===== config.mk =====
export PLATFORM = sky130hd
export DESIGN_NAME = button_conditioner
export DESIGN_NICKNAME = d
export VERILOG_FILES = /design/src/rtl/button_conditioner_pkg.sv /design/src/rtl/button_conditioner_debounce_channel.sv /design/src/rtl/button_conditioner.sv
export SDC_FILE = /design/constraint.sdc
export NUM_CORES = 1
export LEC_CHECK = 0
export CAP_MARGIN = 20
export CORE_MARGIN = 2
export CORE_UTILIZATION = 51
export CTS_CLUSTER_SIZE = 24
export DETAILED_ROUTE_END_ITERATION = 10
export GPL_ROUTABILITY_DRIVEN = 0
export PLACE_DENSITY = 0.74
export SYNTH_ARGS = -nofsm -noshare
export SYNTH_HDL_FRONTEND = slang
export SYNTH_HIERARCHICAL = 1
export SYNTH_SLANG_ARGS = --single-unit

===== constraint.sdc =====
create_clock -name clock -period 1.4 [get_ports clock]
set_input_delay 0.28 -clock clock [delete_from_list [all_inputs] [get_ports clock]]
set_output_delay 0.28 -clock clock [all_outputs]
set_load 0.005 [all_outputs]

===== src/rtl/button_conditioner_pkg.sv =====
// Shared definitions for the pushbutton input stage: per-channel FSM encoding,
// default debounce depth and a small decode helper for the debounced level.
package button_conditioner_pkg;

    // Per-channel debounce FSM; bit 1 set means the debounced level is "pressed"
    typedef enum logic [1:0] {
        IDLE        = 2'b00,
        PRESS_CHK   = 2'b01,
        PRESSED     = 2'b10,
        RELEASE_CHK = 2'b11
    } btn_state_t;

    localparam int DEFAULT_N_BTN           = 4;
    localparam int DEFAULT_DEBOUNCE_CYCLES = 16;
    localparam int DEFAULT_CNT_W           = 5;

    // Debounced level: still pressed while a release is being qualified
    function automatic logic is_stable_pressed(input btn_state_t s);
        return (s == PRESSED) || (s == RELEASE_CHK);
    endfunction

endpackage


===== src/rtl/button_conditioner_debounce_channel.sv =====
// One pushbutton channel: two-flop synchronizer, debounce counter and FSM,
// one-cycle press pulse and a sticky capture bit cleared by the uP read strobe.
module debounce_channel
    import button_conditioner_pkg::*;
#(
    parameter int DEBOUNCE_CYCLES = DEFAULT_DEBOUNCE_CYCLES,
    parameter int CNT_W           = DEFAULT_CNT_W
) (
    input  logic clock,
    input  logic reset,
    input  logic button_raw,
    input  logic read_ack,
    output logic stable,
    output logic capture,
    output logic press_event
);

    localparam logic [CNT_W-1:0] CNT_LIMIT = CNT_W'(DEBOUNCE_CYCLES - 1);
    localparam logic [CNT_W-1:0] CNT_ONE   = CNT_W'(1);
    localparam logic [CNT_W-1:0] CNT_ZERO  = '0;

    logic             sync1;
    logic             sync2;
    btn_state_t       state;
    btn_state_t       state_next;
    logic [CNT_W-1:0] cnt;
    logic [CNT_W-1:0] cnt_next;
    logic             accept;

    // Bring the asynchronous button into the clock domain; only sync2 is used downstream
    always_ff @(posedge clock or negedge reset) begin
        if (!reset) begin
            sync1 <= 1'b0;
            sync2 <= 1'b0;
        end else begin
            sync1 <= button_raw;
            sync2 <= sync1;
        end
    end

    // FSM state and stability counter registers
    always_ff @(posedge clock or negedge reset) begin
        if (!reset) begin
            state <= IDLE;
            cnt   <= CNT_ZERO;
        end else begin
            state <= state_next;
            cnt   <= cnt_next;
        end
    end

    // A change is accepted only after DEBOUNCE_CYCLES consecutive agreeing samples
    always_comb begin
        state_next = state;
        cnt_next   = cnt;
        case (state)
            IDLE: begin
                if (sync2) begin
                    state_next = PRESS_CHK;
                    cnt_next   = CNT_ONE;
                end
            end
            PRESS_CHK: begin
                if (!sync2) begin
                    state_next = IDLE;
                    cnt_next   = CNT_ZERO;
                end else if (cnt == CNT_LIMIT) begin
                    state_next = PRESSED;
                    cnt_next   = CNT_ZERO;
                end else begin
                    cnt_next = cnt + CNT_ONE;
                end
            end
            PRESSED: begin
                if (!sync2) begin
                    state_next = RELEASE_CHK;
                    cnt_next   = CNT_ONE;
                end
            end
            RELEASE_CHK: begin
                if (sync2) begin
                    state_next = PRESSED;
                    cnt_next   = CNT_ZERO;
                end else if (cnt == CNT_LIMIT) begin
                    state_next = IDLE;
                    cnt_next   = CNT_ZERO;
                end else begin
                    cnt_next = cnt + CNT_ONE;
                end
            end
            default: begin
                state_next = IDLE;
                cnt_next   = CNT_ZERO;
            end
        endcase
    end

    // Decode the debounced level and the press-qualification transition
    always_comb begin
        stable = is_stable_pressed(state);
        accept = (state == PRESS_CHK) && sync2 && (cnt == CNT_LIMIT);
    end

    // Press pulse is registered; capture sets from the visible pulse so a read
    // strobe in the same cycle as the pulse can never drop the new press
    always_ff @(posedge clock or negedge reset) begin
        if (!reset) begin
            press_event <= 1'b0;
            capture     <= 1'b0;
        end else begin
            press_event <= accept;
            capture     <= (capture & ~read_ack) | press_event;
        end
    end

endmodule


===== src/rtl/button_conditioner.sv =====
// Pushbutton input stage for the uP IN port: N_BTN independent debounce
// channels, with a registered level/sticky output mux and a pending flag.
module button_conditioner
    import button_conditioner_pkg::*;
#(
    parameter int N_BTN           = DEFAULT_N_BTN,
    parameter int DEBOUNCE_CYCLES = DEFAULT_DEBOUNCE_CYCLES,
    parameter int CNT_W           = DEFAULT_CNT_W
) (
    input  logic             clock,
    input  logic             reset,
    input  logic [N_BTN-1:0] buttons_raw,
    input  logic             read_ack,
    input  logic             sticky_mode,
    output logic [N_BTN-1:0] pushbuttons,
    output logic             pending,
    output logic [N_BTN-1:0] press_event
);

    logic [N_BTN-1:0] stable_vec;
    logic [N_BTN-1:0] capture_vec;

    for (genvar i = 0; i < N_BTN; i++) begin : g_channel
        debounce_channel #(
            .DEBOUNCE_CYCLES (DEBOUNCE_CYCLES),
            .CNT_W           (CNT_W)
        ) u_channel (
            .clock       (clock),
            .reset       (reset),
            .button_raw  (buttons_raw[i]),
            .read_ack    (read_ack),
            .stable      (stable_vec[i]),
            .capture     (capture_vec[i]),
            .press_event (press_event[i])
        );
    end

    // Register the mode-selected view and the pending flag so the uP sees clean flops
    always_ff @(posedge clock or negedge reset) begin
        if (!reset) begin
            pushbuttons <= '0;
            pending     <= 1'b0;
        end else begin
            pushbuttons <= sticky_mode ? capture_vec : stable_vec;
            pending     <= |capture_vec;
        end
    end

endmodule

==> flow_metrics.tcl <==
set metrics [dict create \
    grt_overflow 0 \
    start_util 0.526 \
    ant_nets 0 \
    drv_slew 0 \
    dieArea_sq_um 4630 \
    peakVddDrop_mv 0.667 \
    drc_errors 0 \
    hpwl_microns 2410 \
    finalSetupViolCount 0 \
    finalNetCount 218 \
    timing.slew.headroom 0.734 \
    die_x_microns 68.0 \
    yosys.area.top_type_share 0.586 \
    synthTopCellsByArea "dfrtp_1 (59%), mux2_2 (4.3%), nand3_1 (3.6%), xor2_1 (3.4%), xor2_2 (3.1%)" \
    seq_area_frac_synth 0.586 \
    grt_pass1_vias 1398 \
    end_kind "register" \
    fmax_mhz 732 \
    io_buffers 16 \
    yosys_register_bits 49 \
    yosys_warnings 6 \
    worstPathMaxFanout 3 \
    drt-total-wl_microns 3530 \
    clk_pin_slew_worst_paths_ns 0.08 \
    path_class "reg -> reg" \
    cp.arrival_ns 1.55 \
    synth_nets 183 \
    fin_total_pwr_mw 2.75 \
    startpoint_type "register" \
    yosysTopAreaCell "dfrtp_1" \
    placed_cell_area_sq_um 2340 \
    synth_area_sq_um 2090 \
    ios 17 \
    drtIter0Drc 164 \
    skew_ns 0.00368 \
    final_common_cell "dfrtp_1" \
    core_sq_um 3970 \
    grt_max_degree 34 \
    post_drt_wl_per_cell_microns 13.8 \
    instances_no_fill 256 \
    status "completed" \
    synth_cells 171 \
    num_rows 23 \
    max_cap_violations 0 \
    clk_latency_ns 0.29 \
    finalCritPeriodShare 0.976 \
    yosysUniqueCellTypes 27 \
    final_cell_mix "dfrtp_1 (49), buf_4 (19), nand2_1 (14)" \
    hp-class "reg -> reg" \
    setup_tns_ns 0 \
    power_density_nw_per_um2 1080 \
    worstMarginPinSlew_ns 0.399 \
    hold_viol_final 0 \
    grt_pass1_wl_microns 6120 \
    vias_per_cell 5.29 \
    finalCriticalPeriod_ns 1.37 \
    cts_made_buffers 5 \
    syn_avg_cell_area_sq_um 12.2 \
    drive_gt1_frac 0.267 \
    track_usage 0.181 \
    leakage_nw 1.26 \
    rsz0062_at_grt "yes" \
    num_antenna_cells 0 \
    die_h_microns 68.0 \
    cts_tree "done" \
    clk_root_buffer_cell "clkbuf_8" \
    cts.sinks 49 \
    dpl.cell_count 241 \
    cts_max_level 2 \
    cp.required_ns 1.58 \
    area_delta_synth_final_pct 21.8 \
    dr.pass1.iters 4 \
    cts_buffer_depth 2 \
    fin_area_sq_um 2550 \
    antenna_found_initial 0 \
    dr_total_vias 1353 \
]
worst paths after layout:
| kind | startpoint | slack, ns | to | cells past startpoint |
|---|---|---|---|---|
| min reg2reg | g_channel[3].u_channel/sync1 | 0.35 | g_channel[3].u_channel/sync2 | 0 |
| min | g_channel[3].u_channel/sync1 | 0.35 | g_channel[3].u_channel/sync2 | 0 |
| max reg2reg | g_channel[3].u_channel/cnt[1] | 0.03 | register | 4 |
| max | g_channel[3].u_channel/cnt[1] | 0.03 | register | 4 |
| max in group asynchronous | reset | 0.56 | g_channel[3].u_channel/sync2 | 3 |
| min in group asynchronous | reset | 0.47 | g_channel[2].u_channel/cnt[4] | 3 |
final cells by class:
class / count / area (sq um)
fillers: 304 / 1420
flip-flops and latches: 49 / 1230
multi-input cells: 110 / 843
repair buffers: 36 / 297
clock buffers: 5 / 68.8
well taps: 50 / 62.6
clock inverters: 2 / 35.0
inverters: 4 / 15.0
synthesized netlist by cell type:
cell           instances
xnor2_1                4
nand2_1               14
a21oi_1                4
o21a_1                 5
o211ai_1               3
ha_1                   4
nor3b_2                3
dfrtp_1               49
xor2_2                 4
xor2_1                 8
o32ai_2                1
nand3_1               15
dlygate4sd1_1          4
mux2_2                 8
o21ai_0                9
nand4b_1               1
nor2_1                10
and3_1                 3
and3_2                 1
inv_1                  4
o22ai_1                3
or4_1                  1
nor3b_1                1
and4b_2                1
and3b_2                3
buf_2                  4
a21o_1                 4
critical path: stages (launching register included):
cell and delay [ns]:
dfrtp_1 0.41, ha_2 0.20, and4b_2 0.22, nand2_1 0.09
mux2_2 0.34
layer usage:
layer | vias to the layer above | track usage | wire length [microns]
li1 | 651 | - | -
met1 | 675 | 0.235 | 1530
met2 | 20 | 0.291 | 1830
met3 | 7 | 0.0510 | 115
met4 | 0 | 0.0675 | 47
met5 | - | 0 | 0
through the flow:
step           utilization  hold WS [ns]  worst slack [ns]
6_report             0.641         0.353            0.0334
5_1_grt              0.641         0.362           -0.0238
4_1_cts              0.628         0.357           0.00200
3_5_place_dp         0.590         0.259           -0.0124
3_3_place_gp         0.590         0.254            0.0455
2_1_floorplan            -       -0.0156            0.0219
cell families (layout without fill, tap and decap cells):
logic type | count (synthesis) | in the layout | synth area share
fa+ha+maj | 4 | 4 | 0.0239
mux | 8 | 8 | 0.0431
compound gates | 29 | 29 | 0.0910
simple gates | 53 | 53 | 0.141
flops | 49 | 49 | 0.586
buf+inv | 12 | 47 | 0.0335
xor+xnor | 16 | 16 | 0.0814
where the power goes:
part | switching [mW] | total [mW] | internal [mW]
registers | 0.0564 | 1.53 | 1.47
logic | 0.134 | 0.277 | 0.143
clock network | 0.430 | 0.949 | 0.519
flip-flops by register name, indices dropped and copies added (netlist names), named ones only:
name	cells
g_channel.u_channel/sync2	4
g_channel.u_channel/cnt	20
pending	1
g_channel.u_channel/sync1	4
g_channel.u_channel/press_event	4
pushbuttons	4
g_channel.u_channel/state	4
g_channel.u_channel/capture	4
timing repair:
| action | in CTS | in global routing |
|---|---|---|
| gates resized for setup | 11 | 9 |
| pin swaps | 2 | 5 |
| endpoints found under the setup margin | 11 | 7 |
| hold buffers | 1 | 0 |
| hold endpoints to repair | 16 | 0 |
| buffers inserted | 5 | 2 |
| cloned | 0 | 0 |
No activity file was read; power rests on OpenSTA's default activity.
